--- config.mk ---
export PLATFORM = sky130hd
export DESIGN_NAME = sprite_cmd_scheduler
export DESIGN_NICKNAME = d
export VERILOG_FILES = /design/src/rtl/sprite_ctrl_pkg.sv /design/src/rtl/sync_fifo.sv /design/src/rtl/sprite_cmd_scheduler.sv
export SDC_FILE = /design/constraint.sdc
export NUM_CORES = 1
export LEC_CHECK = 0
export CAP_MARGIN = 0
export CORE_ASPECT_RATIO = 1.5
export CORE_MARGIN = 2
export CORE_UTILIZATION = 49
export CTS_CLUSTER_SIZE = 8
export DETAILED_ROUTE_END_ITERATION = 7
export PLACE_DENSITY = 0.66
export SETUP_SLACK_MARGIN = 0.1
export SYNTH_ARGS = -nofsm -noshare
export SYNTH_HDL_FRONTEND = slang
export SYNTH_HIERARCHICAL = 1
export SYNTH_SLANG_ARGS = --single-unit
--- constraint.sdc ---
create_clock -name clk -period 5.7 [get_ports clk]
set_clock_uncertainty 0.1 [all_clocks]
set_input_delay 1.14 -clock clk [delete_from_list [all_inputs] [get_ports clk]]
set_output_delay 1.14 -clock clk [all_outputs]
set_load 0.02 [all_outputs]
--- src/rtl/sprite_ctrl_pkg.sv ---
// Shared types for the sprite control path: info codes, the display bus
// word layout and the command scheduler state encoding.
package sprite_ctrl_pkg;

    // Info codes carried in the info field of a command word.
    localparam logic [3:0] INFO_WRITE = 4'b0001;
    localparam logic [3:0] INFO_FLUSH = 4'b1111;

    // Sprite-display bus word; field order fixes the bit positions
    // (sub_comp[31:26], child[25:21], info[20:17], type[16:14],
    //  pp_selc[13], msg[12:0]).
    typedef struct packed {
        logic [5:0]  sub_comp;
        logic [4:0]  child;
        logic [3:0]  info;
        logic [2:0]  cmd_type;
        logic        pp_selc;
        logic [12:0] msg;
    } disp_word_t;

    // Command scheduler states.
    typedef enum logic [1:0] {
        IDLE,
        ISSUE,
        WAIT_VB,
        FLUSH
    } sched_state_e;

endpackage

--- src/rtl/sync_fifo.sv ---
// Single-clock show-ahead FIFO. A push on a full FIFO is accepted only when
// a pop completes in the same cycle; the push_accepted output lets the
// caller detect a dropped push.
module sync_fifo #(
    parameter int WIDTH = 32,
    parameter int DEPTH = 16,
    localparam int AW = $clog2(DEPTH),
    localparam int CW = AW + 1
) (
    input  logic             clk,
    input  logic             reset,
    input  logic             push,
    input  logic [WIDTH-1:0] wdata,
    input  logic             pop,
    output logic [WIDTH-1:0] rdata,
    output logic             full,
    output logic             empty,
    output logic [CW-1:0]    count,
    output logic             push_accepted
);

    logic [WIDTH-1:0] mem [DEPTH];
    logic [AW-1:0]    wr_ptr_q, wr_ptr_d;
    logic [AW-1:0]    rd_ptr_q, rd_ptr_d;
    logic [CW-1:0]    count_q, count_d;
    logic             pop_ok;

    assign full          = (count_q == CW'(DEPTH));
    assign empty         = (count_q == '0);
    assign count         = count_q;
    assign rdata         = mem[rd_ptr_q];
    assign pop_ok        = pop && !empty;
    assign push_accepted = push && (!full || pop_ok);

    // Next pointer and occupancy values from the accepted push/pop pair.
    always_comb begin
        // NOTE: every signal assigned here gets a value on every path, so no latch is inferred.
        wr_ptr_d = push_accepted ? wr_ptr_q + AW'(1) : wr_ptr_q;
        rd_ptr_d = pop_ok ? rd_ptr_q + AW'(1) : rd_ptr_q;
        count_d  = count_q + CW'(push_accepted) - CW'(pop_ok);
    end

    // Pointer and occupancy registers.
    always_ff @(posedge clk or posedge reset) begin
        // NOTE: sequential state uses non-blocking assignments so all flops update together.
        if (reset) begin
            wr_ptr_q <= '0;
            rd_ptr_q <= '0;
            count_q  <= '0;
        end else begin
            wr_ptr_q <= wr_ptr_d;
            rd_ptr_q <= rd_ptr_d;
            count_q  <= count_d;
        end
    end

    // Storage write port.
    always_ff @(posedge clk) begin
        // NOTE: storage is not reset; the empty pointers make stale contents unreachable.
        if (push_accepted) begin
            mem[wr_ptr_q] <= wdata;
        end
    end

endmodule

--- src/rtl/sprite_cmd_scheduler.sv ---
// Sprite command scheduler: buffers host command words, forwards sprite
// writes to the display blocks with the back-buffer index stamped in, and
// turns commit markers into one buffer-swap word per vertical blanking.
module sprite_cmd_scheduler
    import sprite_ctrl_pkg::*;
#(
    parameter int         FIFO_DEPTH   = 16,
    parameter logic [9:0] VBLANK_START = 10'd480,
    localparam int CW = $clog2(FIFO_DEPTH) + 1
) (
    input  logic          clk,
    input  logic          reset,
    input  logic [31:0]   host_writedata,
    input  logic          host_write,
    output logic          host_ready,
    input  logic [9:0]    vcount,
    output logic [31:0]   disp_writedata,
    output logic          back_buf,
    output logic [CW-1:0] fifo_count,
    output logic          overflow
);

    logic         fifo_full;
    logic         fifo_empty;
    logic         fifo_pop;
    logic         push_accepted;
    logic [31:0]  fifo_rdata;
    disp_word_t   head;
    logic         in_vblank;

    sched_state_e state_q, state_d;
    disp_word_t   disp_q, disp_d;
    logic         back_buf_q, back_buf_d;
    logic         overflow_q, overflow_d;
    logic         flushed_q, flushed_d;

    sync_fifo #(
        .WIDTH (32),
        .DEPTH (FIFO_DEPTH)
    ) u_fifo (
        .clk           (clk),
        .reset         (reset),
        .push          (host_write),
        .wdata         (host_writedata),
        .pop           (fifo_pop),
        .rdata         (fifo_rdata),
        .full          (fifo_full),
        .empty         (fifo_empty),
        .count         (fifo_count),
        .push_accepted (push_accepted)
    );

    assign head           = disp_word_t'(fifo_rdata);
    assign in_vblank      = (vcount >= VBLANK_START);
    assign fifo_pop       = ((state_q == IDLE) || (state_q == ISSUE)) && !fifo_empty;
    assign host_ready     = !fifo_full;
    assign disp_writedata = disp_q;
    assign back_buf       = back_buf_q;
    assign overflow       = overflow_q;

    // Next state and next output word; a no-op word is the default.
    always_comb begin
        state_d    = state_q;
        disp_d     = '0;
        back_buf_d = back_buf_q;
        overflow_d = overflow_q || (host_write && !push_accepted);
        // The one-flush-per-blanking latch forgets as soon as blanking ends.
        flushed_d  = flushed_q && in_vblank;

        case (state_q)
            IDLE, ISSUE: begin
                if (fifo_empty) begin
                    state_d = IDLE;
                end else if (head.info == INFO_WRITE) begin
                    disp_d         = head;
                    disp_d.pp_selc = back_buf_q;
                    state_d        = ISSUE;
                end else if (head.info == INFO_FLUSH) begin
                    state_d = WAIT_VB;
                end else begin
                    state_d = ISSUE;
                end
            end
            WAIT_VB: begin
                // The flush word is staged here so it is on the bus during FLUSH.
                if (in_vblank && !flushed_q) begin
                    disp_d.info    = INFO_FLUSH;
                    disp_d.pp_selc = back_buf_q;
                    state_d        = FLUSH;
                end
            end
            FLUSH: begin
                back_buf_d = !back_buf_q;
                flushed_d  = in_vblank;
                state_d    = IDLE;
            end
            default: begin
                state_d = IDLE;
            end
        endcase
    end

    // Scheduler state and registered outputs.
    always_ff @(posedge clk or posedge reset) begin
        if (reset) begin
            state_q    <= IDLE;
            disp_q     <= '0;
            back_buf_q <= 1'b1;
            overflow_q <= 1'b0;
            flushed_q  <= 1'b0;
        end else begin
            state_q    <= state_d;
            disp_q     <= disp_d;
            back_buf_q <= back_buf_d;
            overflow_q <= overflow_d;
            flushed_q  <= flushed_d;
        end
    end

endmodule

# [Word level (Yosys, flattened, before mapping)]
# Memories as Yosys holds them, arrays and structs flattened.
# Index checks and enable logic that the tools add are counted.
[op_classes] n_addsub=4 n_lt_le_gt_ge=1 n_eq_ne=7 mux=17 reduce_logical=17
[op_table] op="$mux 32" n=2
[op_table] op="$mux 13" n=1
[op_table] op="$mux 11" n=1
[op_table] op="$ge 10x9->1 const B" n=1
[op_table] op="$add 4x1->4 const B" n=2
[op_table] op="$mux 2" n=4
[op_table] op="$pmux 4 s2" n=1
[op_table] op="$logic_and 1x1->1" n=6
[op_table] op="$pmux 2 s3" n=1
[op_table] op="$add 5x1->5" n=1
[op_table] op="$eq 5x5->1 const B" n=1
[op_table] op="$logic_not 1->1" n=5
[op_table] op="$logic_not 5->1" n=1
[op_table] op="$sub 5x1->5" n=1
[op_table] op="$eq 2x2->1 const B" n=2
[op_table] op="$eq 4x1->1 const B" n=1
[op_table] op="$eq 4x4->1 const B" n=1
[op_table] op="$mux 1" n=4
[op_table] op="$mux 4" n=1
[op_table] op="$logic_or 1x1->1" n=3
[op_table] op="$mux 3" n=1
[op_table] op="$eq 2x1->1 const B" n=1
[op_table] op="$logic_not 2->1" n=1
[op_table] op="$ne 2x2->1 const B" n=1
[op_table] op="other kinds (2)" n=2
[word_totals] regBits=50 mem_bits_rw=512 inputBits=45 out_inout_bits=40 wordCells=60 memories=1
[mem_list] name="u_fifo.mem" depth=16 width=32 rd=1 rd_clocked_by_memory_dff=0 write_ports=1 line="sync_fifo.sv:22" rtl="logic [WIDTH-1:0] mem [DEPTH];"

# [Longest topological paths before layout]
[depth] ltp_word=9 depth_mapped=14 ltp_nobuf=13

# [Modules after synthesis]
# Netlist, hierarchy kept.
[modules_own_cells] module="sync_fifo" instances=1 cells_each=1007 area_per_inst_um2=20378.3 seq_area_each_um2=15700.1
[modules_own_cells] module="sprite_cmd_scheduler" instances=1 cells_each=94 area_per_inst_um2=1300.0 seq_area_each_um2=927.1

# [Worst setup path after synthesis]
# No wires, ideal clock.
[synth_path] path_type="input port to flip-flop" from="in host_write" to="mem u_fifo.mem[3][0] (enable)" setup_time_ns=0.461 arrival_ns=3.917 t_required_ns=5.139 slack_ns=1.223 cell_stages=4 path_buffers=1 cell_sequence="o21a_1 > clkbuf_1 > nand2_1 > nor3_1"
[synth_via] elab_chain_cells=3
[synth_lines] element="start, declared" line="sprite_cmd_scheduler.sv:14" rtl="input logic host_write,"
[synth_lines] element="$logic_and 1x1->1" line="sync_fifo.sv:33" rtl="assign push_accepted = push && (!full || pop_ok);"
[synth_lines] element="net push_accepted" line="sprite_cmd_scheduler.sv:26" rtl="logic push_accepted;"
[synth_lines] element="$mux 1" line="sync_fifo.sv:60" rtl="if (push_accepted) begin"
[synth_lines] element="$mux 1 (not written as such)" line="sync_fifo.sv:61" rtl="mem[wr_ptr_q] <= wdata;"
[synth_lines] element="end, declared" line="sync_fifo.sv:22"
# The timed path passes the listed nets, and every way through them passes these cells.

==> impl_metrics.json <==
{
  "outcome": "finished, final reports clean",
  "power.leakage_uw": 0.00856,
  "ant_nets": 0,
  "critical_path.slowest_cell": "sky130_fd_sc_hd__nor2b_4",
  "slowest_cell_delay_on_critical_path_ps": 930,
  "cp_data_arrival_time_ps": 4290,
  "gr_usage_total_pct": 20.2,
  "final.hold.worst_slack_ps": 358,
  "detailedPlacementHpwl_um": 24800,
  "cts_setup_buffers": 0,
  "crit_path_start_kind": "flop",
  "globalplace.congestion": 0.742,
  "area.growth.synth_to_final_pct": 18.0,
  "max_slew_margin_pct": 24.1,
  "die_y_um": 258,
  "layout.cells.most_common_list": "sky130_fd_sc_hd__edfxtp_1 (496), sky130_fd_sc_hd__mux2i_1 (124), sky130_fd_sc_hd__clkbuf_16 (79)",
  "post_drt_via_cell_ratio": 5.69,
  "cts_repair_resize_count": 0,
  "hold_class": "flop to flop",
  "max_freq_mhz": 258,
  "yosys_warnings": 6,
  "setup.worst_path.class": "flop to flop",
  "postCtsHoldBufs": 0,
  "wirelength_um": 44100,
  "clock_power_share_pct": 33.3,
  "intPower_uw": 8970,
  "ir_drop_uv": 400,
  "row_count": 93,
  "sequential_group_share_of_total_power_pct": 40.1,
  "timing.critical_path.to_type": "flop",
  "swShare_pct": 30.2,
  "fp.coreArea_um2": 42700,
  "setup_repair_after_global_routing_missed_its_margin": "no",
  "cp.required_ps": 6120,
  "cap_violations": 0,
  "power.combinational.fraction_pct": 26.6,
  "timing_worst_slew_pin_value_ps": 1120,
  "postLayoutSetupSlackWorst_ps": 1830,
  "clkSlewWorstSetupHoldPaths_ps": 50,
  "grt_overflow": 0,
  "power-per-cell-area_nw_per_um2": 516,
  "fin_crit_ps": 3870,
  "timing_hold_violations_final": 0,
  "fp.dieArea_um2": 44700,
  "clock_sinks": 546,
  "clock-root-buffer": "sky130_fd_sc_hd__clkbuf_16",
  "firstDrtPassIters": 4,
  "antenna_found_initial": 2,
  "clock_h_tree_levels": 3,
  "path_common_cell": "sky130_fd_sc_hd__buf_4",
  "clk_latency_ps": 600,
  "grt_max_degree": 114,
  "vias": 10500,
  "cts_tree": "yes",
  "syn_nets": 1131,
  "max_slew_vio_count": 0,
  "final.period_utilization_pct": 67.9,
  "start_util_pct": 49.4,
  "power_switching_uw": 3880,
  "numCtsBuffers": 78,
  "post_synth_instance_area_um2": 21100,
  "initial_drc_count": 958,
  "grt_pass1_vias": 11200,
  "critPathMaxFanout": 34,
  "syn_area_per_cell_um2": 19.6,
  "leading_cell_type_in_the_layout_fill_and_taps_excluded": "sky130_fd_sc_hd__edfxtp_1",
  "avgRoutedWirePerCell_um": 24.0,
  "dp_worst_slack_ps": 1710,
  "synthesis.instances": 1074,
  "cts-root-to-sink-buffers": 3,
  "worstPathCellList": "buf_4 > nor2b_4 > a221oi_1 > o21ai_0 > nand2_1 > nor4_2 > and3b_1 > buf_4 > and2_2",
  "drive_above_1_share_pct": 17.3,
  "timing.setup.tns_ps": 0,
  "remaining_drc_errors": 0,
  "final_net_count": 1259,
  "grt_pass1_wl_um": 67300,
  "count_of_pins_on_the_block_boundary": 85,
  "final-setup-viol-count": 0,
  "floorplan.die.width_um": 173,
  "io_buffer_count": 78
}
[through the flow]
step / power [uW] / area [um^2] / util [%] / cells
after floorplan: 7640 / 21100 / - / 1074
final: 12800 / 24900 / 58.3 / 1839
after detailed placement: 8680 / 22500 / 52.8 / 1692
after global placement: 8630 / 22500 / 52.8 / 1692
after CTS: 13000 / 24900 / 58.2 / 1837
after global routing: 13500 / 24900 / 58.3 / 1838
[registers in the layout, summed over array words and instances, names as in the netlist]
register	count
u_fifo/wr_ptr_q	4
u_fifo/mem	496
back_buf	1
flushed_q	1
u_fifo/count	5
disp_writedata	32
state_q	2
u_fifo/rd_ptr_q	4
overflow	1
[critical path: cells and delay by family, from the launching register on]
| kind | cells | cell delay (ps) |
|---|---|---|
| AND/OR/NAND/NOR | 5 | 2140 |
| buffers and inverters | 2 | 690 |
| AO/OA/AOI/OAI | 2 | 490 |
| flip-flops | 1 | 350 |
[final timing paths]
kind | start | endpoint | slack (ps) | depth (start not counted)
max | u_fifo/rd_ptr_q[2] | disp_writedata[14] | 1830 | 9
min | overflow | overflow | 360 | 1
max reg2reg | u_fifo/rd_ptr_q[2] | disp_writedata[14] | 1830 | 9
min reg2reg | overflow | overflow | 360 | 1
max in group asynchronous | reset | disp_writedata[16] | 3800 | 2
min in group asynchronous | reset | u_fifo/count[4] | 830 | 2
[power groups by stage]
stage	clock network (uW)	logic, uW	registers (uW)
global placement	0	3420	5210
floorplan	0	2480	5160
detailed placement	0	3450	5230
global route	4540	3710	5200
finish	4280	3410	5160
CTS	4370	3460	5160
[final cells by class]
cell class | count | area [um^2]
clock buffers | 138 | 2210
flip-flops and latches | 546 | 16200
inverters | 15 | 56.3
multi-input cells | 451 | 4580
diodes | 2 | 5.00
repair buffers | 110 | 1050
fillers | 3142 | 17800
well taps | 570 | 713
clock inverters | 7 | 123
[routing by layer]
metal | vias up | part of all wire (%) | global-route usage [%] | wire length (um)
met5 | - | 0 | 0 | 0
met4 | 0 | 2.8 | 8.33 | 1260
met3 | 71 | 4.7 | 3.53 | 2070
met2 | 257 | 54 | 36.5 | 23800
met1 | 5494 | 38 | 24.0 | 16900
li1 | 4635 | - | - | -
Power figures use the tool's default switching activity.
